`src/rtl/binary_search_engine.sv`:
```
// Binary search over a sorted table held in an external synchronous RAM.
// Latency: 2 cycles per probe plus one DONE cycle (done in cycle 2P+1 after start).
// Backpressure: none; start is ignored while busy, abort cancels without a done pulse.
module binary_search_engine #(
  parameter  int DATA_WIDTH = 8,
  parameter  int ARRAY_SIZE = 10,
  parameter  int SIGNED     = 0,
  localparam int AW = (ARRAY_SIZE > 1) ? $clog2(ARRAY_SIZE) : 1,
  localparam int IW = $clog2(ARRAY_SIZE + 1),
  localparam int PW = $clog2(IW + 1)
) (
  input  logic                  clk,
  input  logic                  rst,
  input  logic                  start,
  input  logic [1:0]            mode,
  input  logic [DATA_WIDTH-1:0] key,
  input  logic                  abort,
  output logic                  rd_en,
  output logic [AW-1:0]         rd_addr,
  input  logic [DATA_WIDTH-1:0] rd_data,
  output logic                  busy,
  output logic                  done,
  output logic                  found,
  output logic [IW-1:0]         index,
  output logic [PW-1:0]         probes
);

  typedef enum logic [1:0] {S_IDLE, S_READ, S_CMP, S_DONE} state_t;

  localparam logic [IW-1:0] N_ENTRIES = IW'(ARRAY_SIZE);

  state_t                state_q, state_d;
  logic [IW-1:0]         lo_q, lo_d, hi_q, hi_d;
  logic [DATA_WIDTH-1:0] key_q, key_d;
  logic [1:0]            mode_q, mode_d;
  logic                  found_q, found_d;
  logic [IW-1:0]         index_q, index_d;
  logic [PW-1:0]         probes_q, probes_d;

  // Midpoint of the half-open window; subtract first so lo+hi never overflows.
  logic [IW-1:0] mid;
  logic [IW-1:0] lo_n, hi_n;
  logic          data_lt, data_eq, is_exact, is_upper;

  assign mid      = lo_q + ((hi_q - lo_q) >> 1);
  assign data_lt  = (SIGNED != 0) ? ($signed(rd_data) < $signed(key_q)) : (rd_data < key_q);
  assign data_eq  = (rd_data == key_q);
  assign is_upper = (mode_q == 2'b10);
  assign is_exact = (mode_q == 2'b00) || (mode_q == 2'b11);

  // State and datapath registers, cleared asynchronously.
  always_ff @(posedge clk or posedge rst) begin
    if (rst) begin
      state_q  <= S_IDLE;
      lo_q     <= '0;
      hi_q     <= '0;
      key_q    <= '0;
      mode_q   <= '0;
      found_q  <= 1'b0;
      index_q  <= '0;
      probes_q <= '0;
    end else begin
      state_q  <= state_d;
      lo_q     <= lo_d;
      hi_q     <= hi_d;
      key_q    <= key_d;
      mode_q   <= mode_d;
      found_q  <= found_d;
      index_q  <= index_d;
      probes_q <= probes_d;
    end
  end

  // Next-state and window-narrowing logic; abort overrides everything outside IDLE.
  always_comb begin
    state_d  = state_q;
    lo_d     = lo_q;
    hi_d     = hi_q;
    key_d    = key_q;
    mode_d   = mode_q;
    found_d  = found_q;
    index_d  = index_q;
    probes_d = probes_q;
    lo_n     = lo_q;
    hi_n     = hi_q;
    case (state_q)
      S_IDLE: begin
        if (start && !abort) begin
          lo_d     = '0;
          hi_d     = N_ENTRIES;
          key_d    = key;
          mode_d   = mode;
          found_d  = 1'b0;
          index_d  = '0;
          probes_d = '0;
          state_d  = S_READ;
        end
      end
      S_READ: begin
        probes_d = probes_q + PW'(1);
        state_d  = S_CMP;
      end
      S_CMP: begin
        if (is_exact && data_eq) begin
          index_d = mid;
          found_d = 1'b1;
          state_d = S_DONE;
        end else begin
          // Upper-bound treats equal as "too small" to land one past the last duplicate.
          if (data_lt || (is_upper && data_eq)) lo_n = mid + IW'(1);
          else                                  hi_n = mid;
          lo_d = lo_n;
          hi_d = hi_n;
          if (lo_n == hi_n) begin
            index_d = lo_n;
            found_d = is_exact ? 1'b0 : (lo_n < N_ENTRIES);
            state_d = S_DONE;
          end else begin
            state_d = S_READ;
          end
        end
      end
      default: state_d = S_IDLE;
    endcase
    if (abort && (state_q != S_IDLE)) begin
      state_d  = S_IDLE;
      found_d  = 1'b0;
      index_d  = '0;
      probes_d = '0;
    end
  end

  // Moore outputs decoded from the current state; results come straight from flops.
  always_comb begin
    busy    = (state_q != S_IDLE);
    done    = (state_q == S_DONE);
    rd_en   = (state_q == S_READ);
    rd_addr = (state_q == S_READ) ? mid[AW-1:0] : '0;
    found   = found_q;
    index   = index_q;
    probes  = probes_q;
  end

endmodule

```
`config.mk`:
```
export PLATFORM = sky130hd
export DESIGN_NAME = binary_search_engine
export DESIGN_NICKNAME = d
export VERILOG_FILES = /design/src/rtl/binary_search_engine.sv
export SDC_FILE = /design/constraint.sdc
export NUM_CORES = 1
export LEC_CHECK = 0
export CAP_MARGIN = 20
export CORE_MARGIN = 1.5
export CORE_UTILIZATION = 59
export CTS_BUF_LIST = sky130_fd_sc_hd__clkbuf_8
export DETAILED_ROUTE_END_ITERATION = 12
export PLACE_DENSITY = 0.93
export SLEW_MARGIN = 20
export SYNTH_ARGS = -nofsm -noshare
export SYNTH_HDL_FRONTEND = slang
export SYNTH_SLANG_ARGS = --single-unit
export TNS_END_PERCENT = 50
```
`constraint.sdc`:
```
create_clock -name clk -period 8.8 [get_ports clk]
set_clock_uncertainty 0.15 [all_clocks]
set_input_delay 1.76 -clock clk [delete_from_list [all_inputs] [get_ports clk]]
set_output_delay 1.76 -clock clk [all_outputs]
set_load 0.005 [all_outputs]
```
-- Word-level counts from Yosys, hierarchy flattened
Index checks and enable logic that the tools add are counted.
W data, S select, Z words.
- logic and storage cells: 73
- bits in registers: 28
- bits of input ports: 22
- output and inout port bits: 15
- mux-type cells: 31
- eq/ne operators: 11
- reductions and logical operators: 17
- magnitude comparators: 2
- $add $sub $neg: 4
- operator list (operator ; number):
    $mux W4 ; 14
    $pmux W4 S2 ; 3
    $eq A2 B2 Y1 const B ; 4
    $eq A8 B8 Y1 ; 1
    $lt A8 B8 Y1 ; 1
    $mux W2 ; 4
    $mux W3 ; 2
    $pmux W2 S3 ; 1
    $pmux W3 S2 ; 1
    $reduce_and A3 Y1 ; 2
    $reduce_bool A3 Y1 ; 2
    $mux W1 ; 5
    $add A4 B1 Y4 const B ; 1
    $add A4 B3 Y4 ; 1
    $eq A4 B4 Y1 ; 1
    $logic_and A1 B1 Y1 ; 4
    $logic_not A2 Y1 ; 2
    $lt A4 B4 Y1 const B ; 1
    $ne A2 B2 Y1 const B ; 2
    $ne A4 B4 Y1 const B ; 1
    $reduce_and A2 Y1 ; 2
    $reduce_bool A2 Y1 ; 2
    $sub A4 B4 Y4 ; 1
    $add A3 B1 Y3 const B ; 1
    5 further kinds ; 6

-- Logic depth before layout (Yosys ltp)
Gate-level depths: netlist (run 1).
- word-level depth: 12
- depth in mapped cells: 13
- depth with buffers taken out: 13

-- Least setup slack after synthesis (run 1)
OpenSTA, ideal clock, no wires.
- path type: reg2out
- from: register lo_q[1]
- to: output port rd_addr[3]
- path buffers: 0
- cell stages (with the launch flop): 9
- slack: 4807 ps
- data required time: 6890 ps
- arrival time: 2083 ps
- path through: dfrtp_1 -> inv_1 -> fa_1 -> xor2_1 -> ha_1 -> a21o_1 -> a21oi_1 -> xnor2_1 -> nor2_1
- word-level cells in the longest chain between the ends: 3
- ends and longest elaborated chain (element ; RTL line ; RTL):
    from (decl) ; 33 ; logic [IW-1:0] lo_q, lo_d, hi_q, hi_d;
    from (signal assigned) ; 64 ; lo_q <= lo_d;
    $sub A4 B4 Y4 ; 45 ; assign mid = lo_q + ((hi_q - lo_q) >> 1);
    $add A4 B3 Y4 * ; 45 ;
    $mux W4 * ; 138 ; rd_addr = (state_q == S_READ) ? mid[AW-1:0] : '0;
    to (decl) ; 19 ; output logic [AW-1:0] rd_addr,
Every way passes the cells marked *; elsewhere a longest branch is shown, timed or not.

-- Worst setup path after layout (run 1)
Ends and elaborated chain as after synthesis.

==> results by group, run 1 <==
Run status
  – Status: completed

Placement
  – GP Congestion: 0.882
  – Placed cell count: 304
  – Port Buffer Count: 36
  – Dpl hpwl: 3690 µm

Finish
  – Nets: 303
  – Multi-input gate area: 0.00123 mm²
  – Final std cells w/o fill: 308
  – Antenna diode count: 0
  – Fillers: 248
  – FF+latch area: 701 µm²
  – Synth-to-Final Area Change: 22.0%
  – Layout cells sized above 1: 0.0763

Synthesis
  – Cell with the most instances after synthesis: dfrtp_1
  – Synth async-reset ratio: 1.00
  – YS warnings: 0
  – Mapped Cells: 229
  – Post-Synthesis Net Count: 269
  – Synthesized area per cell: 8.90 µm²
  – Register area share after synthesis: 0.344
  – Most area-hungry cell type in the Yosys netlist: dfrtp_1
  – EDFF count, synth: 0
  – Main synth FF type: dfrtp_1
  – Dominant cells by area after synthesis: dfrtp_1 34%, ha_1 9.8%, o21ai_0 5.9%, a21oi_1 3.9%, nand2_1 3.9%
  – Synth cell count leaders: 28 x dfrtp_1, 24 x o21ai_0, 21 x nand2_1
  – Area of the mapped netlist: 0.00204 mm²
  – Unique masters post-synth: 43
  – Seq cells post-synth: 28
  – Area share of the largest cell type after synthesis: 0.344

Die
  – Die W: 61.8 µm
  – Die Ht: 61.8 µm
  – Core Region: 0.00334 mm²
  – Initial Util: 0.611
  – I/O pins: 37
  – FP Rows: 21
  – Die ar.: 0.00382 mm²

GRT
  – Pin count of the biggest net entering global routing: 29
  – GRT Total Usage: 0.279
  – Vias in the first global route: 1711
  – First-pass GRT wire length: 7810 µm
  – Initial antenna violation count: 0
  – Total global routing overflow: 0

Timing
  – Slew at the pin with the worst max-slew slack: 0.720 ns
  – Final Hold Viols: 0
  – Final total negative setup slack: 0 ns
  – Pins over their slew limit: 0
  – Final setup viols: 0
  – RSZ-0062 raised after global routing: false
  – Peak Freq: 202 MHz
  – Fin crit share: 0.563
  – Tmin final: 4.95 ns
  – Max transition margin: 0.516

Detailed routing
  – Vias/cell: 5.90
  – Post-DR wirelength/cell: 15.4 µm
  – Drt initial violations: 140
  – Antenna viol nets, final: 0
  – DRC Markers: 0
  – DRT Pass-1 Iters: 4
  – Routed vias: 1816
  – Final wirelength: 4740 µm

Hold path
  – Min-delay src: index[0]$_DFFE_PP0P_
  – Hold Path Stages: 1
  – Hold Crit Endpoint: index[0]$_DFFE_PP0P_
  – Hold Crit Class: flip-flop to flip-flop

Critical path
  – R2R cell count: 13
  – Critical path fanouts, max: 6
  – R2R Path End: index[2]$_DFFE_PP0P_
  – RR Startpoint: lo_q[1]$_DFFE_PP0P_
  – WP data required: 6.89 ns
  – Worst path arrival time: 3.04 ns
  – WS Path Type: flip-flop to output port
  – Crit path capture type: output port
  – CP startpoint kind: flip-flop
  – R2r setup slk: 4.86 ns

Clock network
  – H-tree depth: 1
  – Hold Buf Count CTS: 0
  – Skew-Pair Late Insertion Delay: 0.28 ns
  – Clk pin slew, worst setup/hold paths: 0.10 ns
  – Num CTS Buffers: 3
  – Post-CTS Setup Bufs: 0
  – Max clock buf depth: 2
  – CTS resizes: 0
  – TritonCTS clock tree: yes
  – Clock root cell: clkbuf_8
  – Clock sink total: 28

Power
  – Worst VDD drop: 249 µV
  – Leakage: 1.07 nW
  – Pwr Density: 374 mW/mm²

Flow run
  – Max Cap Viol: 0
## cells by family after synthesis
family                     count (synthesis)  synth area share
and+or+nand+nor                           73             0.188
buffers and inverters                     27            0.0503
muxes                                      8            0.0528
xor gates and xnor gates                  13            0.0632
AOI/OAI and AO/OA                         62             0.184
adders and majority gates                 18             0.118
DFF                                       28             0.344
## routing by layer
| metal | track usage | vias up | wire, µm |
|---|---|---|---|
| li1 | - | 861 | - |
| met1 | 0.348 | 851 | 1880 |
| met2 | 0.471 | 90 | 2360 |
| met3 | 0.0704 | 14 | 378 |
| met4 | 0.0942 | 0 | 123 |
| met5 | 0 | - | 0 |
## how the worst max path moves through the flow
stage	from	slack, ns	to	cells past startpoint
after detailed placement	lo_q[1]$_DFFE_PP0P_	4.19	rd_addr[3]	10
final	lo_q[1]$_DFFE_PP0P_	3.85	rd_addr[3]	10
after global routing	lo_q[1]$_DFFE_PP0P_	3.64	rd_addr[3]	10
after CTS	lo_q[1]$_DFFE_PP0P_	3.85	rd_addr[3]	10
after floorplan	lo_q[1]$_DFFE_PP0P_	4.81	rd_addr[3]	8
after global placement	lo_q[1]$_DFFE_PP0P_	4.22	rd_addr[2]	8
## cells in the final DEF, fill, tap and decap left out, types with 3 or more instances in the layout
| master | Yosys | final |
|---|---|---|
| ha_1 | 16 | 16 |
| a21o_1 | 3 | 3 |
| a21oi_1 | 16 | 16 |
| a22o_1 | 3 | 3 |
| nor2b_1 | 6 | 6 |
| nand2b_1 | 5 | 5 |
| xnor2_1 | 7 | 7 |
| o22ai_1 | 3 | 3 |
| dfrtp_1 | 28 | 28 |
| nand3_1 | 7 | 7 |
| nor2_1 | 17 | 17 |
| a31oi_1 | 4 | 4 |
| clkdlybuf4s50_1 | 0 | 36 |
| o211ai_1 | 4 | 4 |
| o21ai_0 | 24 | 24 |
| clkbuf_8 | 0 | 4 |
| xor2_1 | 4 | 4 |
| mux2_4 | 5 | 5 |
| nand2_1 | 21 | 21 |
| inv_1 | 19 | 18 |
## final cells by class
| class | instances | area share |
|---|---|---|
| Timing Repair Buffer | 37 | 0.148 |
| Sequential cell | 28 | 0.282 |
| Clock buffer | 4 | 0.0221 |
| Tap cell | 46 | 0.0231 |
| Inverter | 19 | 0.0287 |
| Multi-Input combinational cell | 174 | 0.496 |
## through the flow
step                total power [W]  hold WS (ns)  worst slack, ns  area, µm²  utilization
floorplan                  0.000679         0.335             4.81       2040            -
global placement           0.000819         0.347             4.22       2430        0.729
detailed placement         0.000831         0.345             4.19       2430        0.729
CTS                        0.000918         0.373             3.85       2490        0.745
global route                0.00101         0.388             3.64       2490        0.745
finish                     0.000930         0.369             3.85       2490        0.745
## sequential cells by signal (all words and copies together), names as in the netlist
signal,cells
key_q,8
hi_q,4
index,4
lo_q,4
probes,3
mode_q,2
state_q,2
found,1
## power by group
| group | leakage (nW) | switching [W] | internal [W] |
|---|---|---|---|
| Sequential | 0.360 | 0.0000310 | 0.000162 |
| Combinational | 0.683 | 0.000373 | 0.000282 |
| Clock | 0.0288 | 0.0000410 | 0.0000402 |
## worst max-delay path: stages (launching register included)
cell,delay [ns]
dfrtp_1,0.45
inv_1,0.14
ha_1,0.31
a21o_1,0.17
a21oi_1,0.19
xnor2_1,0.14
ha_1,0.28
a21oi_1,0.33
xnor2_1,0.15
nor2_1,0.10
clkdlybuf4s50_1,0.50
Power figures use the tool's default switching activity.
==> inputs of run 2 (changes only) <==
--- a/config.mk
+++ b/config.mk
@@ -7,10 +7,10 @@
 export LEC_CHECK = 0
 export CAP_MARGIN = 20
 export CORE_MARGIN = 1.5
-export CORE_UTILIZATION = 59
+export CORE_UTILIZATION = 49
 export CTS_BUF_LIST = sky130_fd_sc_hd__clkbuf_8
 export DETAILED_ROUTE_END_ITERATION = 12
-export PLACE_DENSITY = 0.93
+export PLACE_DENSITY = 0.83
 export SLEW_MARGIN = 20
 export SYNTH_ARGS = -nofsm -noshare
 export SYNTH_HDL_FRONTEND = slang
==> constraint.sdc (replaced) <==
create_clock -name clk -period 4.3 [get_ports clk]
set_clock_uncertainty 0.15 [all_clocks]
set_input_delay 0.86 -clock clk [delete_from_list [all_inputs] [get_ports clk]]
set_output_delay 0.86 -clock clk [all_outputs]
set_load 0.005 [all_outputs]
==> results by group, run 2 (synthesized netlist as in run 1, its figures left out) <==
Flow run
  – Max Cap Viol: 0

GRT
  – Pin count of the biggest net entering global routing: 29
  – First-pass GRT wire length: 7760 µm
  – Total global routing overflow: 0
  – Vias in the first global route: 1685
  – GRT Total Usage: 0.226
  – Initial antenna violation count: 0

Timing
  – Fin crit share: 0.934
  – Final total negative setup slack: 0 ns
  – Final setup viols: 0
  – Final Hold Viols: 0
  – Pins over their slew limit: 0
  – Peak Freq: 249 MHz
  – Slew at the pin with the worst max-slew slack: 0.748 ns
  – RSZ-0062 raised after global routing: false
  – Max transition margin: 0.497
  – Tmin final: 4.02 ns

Power
  – Worst VDD drop: 374 µV
  – Pwr Density: 756 mW/mm²
  – Leakage: 1.07 nW

Detailed routing
  – Post-DR wirelength/cell: 14.6 µm
  – Drt initial violations: 147
  – Routed vias: 1742
  – Vias/cell: 5.58
  – DRC Markers: 0
  – DRT Pass-1 Iters: 5
  – Antenna viol nets, final: 0
  – Final wirelength: 4560 µm

Critical path
  – Setup crit start: lo_q[1]$_DFFE_PP0P_
  – RR Startpoint: lo_q[1]$_DFFE_PP0P_
  – Slowest CP cell: dfrtp_1
  – Critical Path Stages: 8
  – R2R Path End: index[1]$_DFFE_PP0P_
  – Crit path to: rd_addr[2]
  – WP data required: 3.29 ns
  – Crit path capture type: output port
  – R2R cell count: 13
  – Critical path's top delay family: adder cells
  – R2r setup slk: 0.42 ns
  – CP max stage delay: 0.47 ns
  – Worst path arrival time: 3.01 ns
  – WS Path Type: flip-flop to output port
  – CP bufs+invs: 3
  – Worst path cell trace: inv_1 -> fa_1 -> xor2_1 -> inv_1 -> fa_1 -> xor2_2 -> nor2_1 -> clkdlybuf4s50_1
  – Critical path fanouts, max: 6
  – CP startpoint kind: flip-flop

Finish
  – Antenna diode count: 0
  – Max reg flops: 8
  – Top reg by flops: key_q
  – Nets: 303
  – Synth-to-Final Area Change: 22.5%
  – Most frequent cells in the layout: 36 x clkdlybuf4s50_1, 28 x dfrtp_1, 24 x o21ai_0
  – Final Util: 0.624
  – Layout cells sized above 1: 0.0802
  – Commonest non-fill, non-tap cell in the layout: clkdlybuf4s50_1

Die
  – Initial Util: 0.510
  – Die W: 67.5 µm
  – FP Rows: 23
  – I/O pins: 37
  – Die Ht: 67.5 µm
  – Die ar.: 0.00456 mm²
  – Core Region: 0.00400 mm²

Placement
  – Dpl hpwl: 3520 µm
  – GP Congestion: 1.00
  – Port Buffer Count: 36

Hold path
  – Hold Crit Class: flip-flop to flip-flop

Clock network
  – Clk pin slew, worst setup/hold paths: 0.10 ns
  – Hold Buf Count CTS: 0
  – Clock root cell: clkbuf_8
  – Max clock buf depth: 2
  – Num CTS Buffers: 3
  – H-tree depth: 1
  – TritonCTS clock tree: yes
  – Skew-Pair Late Insertion Delay: 0.28 ns
  – Clock sink total: 28

Run status
  – Status: completed
run 2: worst reg2reg max path, cell delays in order (launching register included):
cell,delay (ns)
dfrtp_1,0.47
inv_1,0.15
fa_1,0.45
xor2_1,0.22
inv_1,0.08
fa_1,0.61
inv_1,0.08
ha_1,0.26
xor2_2,0.21
xnor2_1,0.22
nor3_2,0.07
and3_4,0.19
o22ai_4,0.27
mux2_4,0.33
run 2: what timing repair did:
| action | CTS | global route |
|---|---|---|
| gates resized for setup | 0 | 1 |
| endpoints found under the setup margin | 0 | 1 |
| setup buffers | 0 | 0 |
run 2: cell type report:
class | instances | area [µm²]
Timing Repair Buffer | 37 | 368
Tap cell | 50 | 62.6
Inverter | 19 | 71.3
Fill cell | 357 | 1500
Multi-Input combinational cell | 174 | 1240
Sequential cell | 28 | 701
Clock buffer | 4 | 55.1
run 2: metrics by stage:
| stage | total power, W | instances | hold WS, ns | cell area [µm²] | setup slack, ns |
|---|---|---|---|---|---|
| after global placement | 0.00165 | 308 | 0.344 | 2440 | 0.499 |
| after floorplan | 0.00139 | 229 | 0.335 | 2040 | 0.718 |
| final | 0.00189 | 312 | 0.370 | 2500 | 0.283 |
| after detailed placement | 0.00169 | 308 | 0.351 | 2440 | 0.451 |
| after CTS | 0.00186 | 312 | 0.374 | 2490 | 0.155 |
| after global routing | 0.00204 | 312 | 0.403 | 2500 | 0.0935 |
run 2: worst min-delay path by stage:
stage                            endpoint  depth (start not counted)             startpoint
detailed placement      found$_DFFE_PP0P_                          1      found$_DFFE_PP0P_
finish                  found$_DFFE_PP0P_                          1      found$_DFFE_PP0P_
CTS                     found$_DFFE_PP0P_                          1      found$_DFFE_PP0P_
floorplan            key_q[0]$_DFFE_PP0P_                          1   key_q[0]$_DFFE_PP0P_
global route            found$_DFFE_PP0P_                          1      found$_DFFE_PP0P_
global placement    mode_q[1]$_DFFE_PP0P_                          1  mode_q[1]$_DFFE_PP0P_
run 2: power by group:
part	total [W]	switching (W)	leakage [nW]	internal, W
sequential	0.000397	0.0000653	0.360	0.000332
combinational	0.00132	0.000743	0.684	0.000579
clock	0.000168	0.0000859	0.0288	0.0000822
run 2: per-layer routing:
metal	track usage	up-vias	wire length, µm
met4	0.0587	0	71
met5	0	-	0
met3	0.0367	8	315
met1	0.302	798	1990
met2	0.377	73	2190
li1	-	863	-
==> inputs of run 3 (changes only) <==
--- a/config.mk
+++ b/config.mk
@@ -6,7 +6,7 @@
 export NUM_CORES = 1
 export LEC_CHECK = 0
 export CAP_MARGIN = 20
-export CORE_MARGIN = 1.5
+export CORE_ASPECT_RATIO = 1.5
 export CORE_UTILIZATION = 49
 export CTS_BUF_LIST = sky130_fd_sc_hd__clkbuf_8
 export DETAILED_ROUTE_END_ITERATION = 12
==> results by group, run 3 (synthesized netlist as in run 1, its figures left out) <==
Run status
  – Status: completed

Finish
  – Nets: 303
  – Layout cells sized above 1: 0.0802
  – Most frequent cells in the layout: 36 x clkdlybuf4s50_1, 28 x dfrtp_1, 24 x o21ai_0
  – Commonest non-fill, non-tap cell in the layout: clkdlybuf4s50_1
  – Top reg by flops: key_q
  – Synth-to-Final Area Change: 23.0%
  – Antenna diode count: 0
  – Max reg flops: 8

Critical path
  – CP startpoint kind: flip-flop
  – Worst path arrival time: 3.05 ns
  – WS Path Type: flip-flop to output port
  – WP data required: 3.29 ns
  – Crit path capture type: output port
  – Critical path fanouts, max: 6

Detailed routing
  – Final wirelength: 4680 µm
  – DRT Pass-1 Iters: 5
  – Antenna viol nets, final: 0
  – Routed vias: 1787
  – Post-DR wirelength/cell: 15.3 µm
  – DRC Markers: 0
  – Drt initial violations: 73
  – Vias/cell: 5.82

Timing
  – Final total negative setup slack: 0 ns
  – Final setup viols: 0
  – Pins over their slew limit: 0
  – RSZ-0062 raised after global routing: false
  – Peak Freq: 247 MHz
  – Slew at the pin with the worst max-slew slack: 0.636 ns
  – Fin crit share: 0.943
  – Max transition margin: 0.573
  – Tmin final: 4.06 ns
  – Min setup slack post-route: 0.243 ns
  – Final Hold Viols: 0

Power
  – Net Switching: 0.000915 W
  – Pwr Density: 779 mW/mm²
  – Reg power frac: 0.204
  – Switching Fraction: 0.469
  – Pwr Total: 0.00195 W
  – Worst VDD drop: 436 µV
  – Pint: 0.00104 W
  – Clock network power share: 0.108
  – Combinational Power Share: 0.688
  – Leakage: 1.08 nW

Clock network
  – Clock sink total: 28
  – Skew-Pair Late Insertion Delay: 0.28 ns
  – Hold Buf Count CTS: 0
  – Post-CTS Setup Bufs: 0
  – Max clock buf depth: 2
  – Num CTS Buffers: 3
  – TritonCTS clock tree: yes
  – Clock root cell: clkbuf_8
  – H-tree depth: 1
  – CTS resizes: 0
  – Clk pin slew, worst setup/hold paths: 0.10 ns

Placement
  – GP Congestion: 0.926
  – Port Buffer Count: 36
  – Post-place setup slack: 0.418 ns
  – Dpl hpwl: 3660 µm

GRT
  – GRT Total Usage: 0.236
  – Total global routing overflow: 0
  – Vias in the first global route: 1796
  – First-pass GRT wire length: 7710 µm
  – Pin count of the biggest net entering global routing: 29
  – Initial antenna violation count: 0

Die
  – Die ar.: 0.00443 mm²
  – FP Rows: 28
  – Core Region: 0.00396 mm²
  – Die W: 54.7 µm
  – I/O pins: 37
  – Die Ht: 81.0 µm
  – Initial Util: 0.515

Hold path
  – Hold Crit Class: flip-flop to flip-flop

Flow run
  – Max Cap Viol: 0
==> run 3: worst max-delay path, cell delays in order, from the launching register on <==
cell             delay, ns
dfrtp_1               0.46
inv_1                 0.14
ha_1                  0.31
a21o_1                0.15
a21oi_1               0.17
xnor2_1               0.09
ha_1                  0.35
a21oi_2               0.30
xnor2_1               0.14
nor2_1                0.13
clkdlybuf4s50_1       0.51
==> run 3: path summary, 6_finish.rpt <==
path                       cells past startpoint                  from                     to  slack (ns)
hold / removal                                 1  key_q[0]$_DFFE_PP0P_   key_q[0]$_DFFE_PP0P_        0.37
min in group asynchronous                      2                   rst  mode_q[1]$_DFFE_PP0P_        0.80
max in group asynchronous                      2                   rst   key_q[7]$_DFFE_PP0P_        2.81
hold reg to reg                                1  key_q[0]$_DFFE_PP0P_   key_q[0]$_DFFE_PP0P_        0.37
setup reg to reg                              13   lo_q[1]$_DFFE_PP0P_   index[3]$_DFFE_PP0P_        0.44
setup / recovery                              10   lo_q[1]$_DFFE_PP0P_             rd_addr[3]        0.24
==> run 3: per-stage QoR <==
stage	utilization	cells	instance area (µm²)	hold WS [ns]
floorplan	-	229	2040	0.335
global placement	0.614	303	2430	0.347
detailed placement	0.614	303	2430	0.353
CTS	0.632	307	2500	0.377
global route	0.633	307	2510	0.401
finish	0.633	307	2510	0.375
==> run 3: layer usage <==
metal	wire [µm]	up-vias	track usage
met3	187	18	0.0262
met5	0	-	0
met4	175	0	0.126
li1	-	865	-
met2	2460	69	0.416
met1	1860	835	0.263
==> run 3: power by group through the flow <==
stage	Combinational [W]	Clock (W)	Sequential (W)
after floorplan	0.00101	0	0.000380
after global placement	0.00127	0	0.000400
after detailed placement	0.00131	0	0.000403
after CTS	0.00132	0.000215	0.000398
after global routing	0.00148	0.000223	0.000408
final	0.00134	0.000211	0.000398
==> run 3: layout make-up <==
class                      instances  area (µm²)
clock buffer                       3        41.3
tap                               45        56.3
sequential                        28         701
timing repair buffer              37         368
inverter                          19        71.3
fill                             331        1450
clock inverter                     1        30.0
multi-input combinational        174        1240
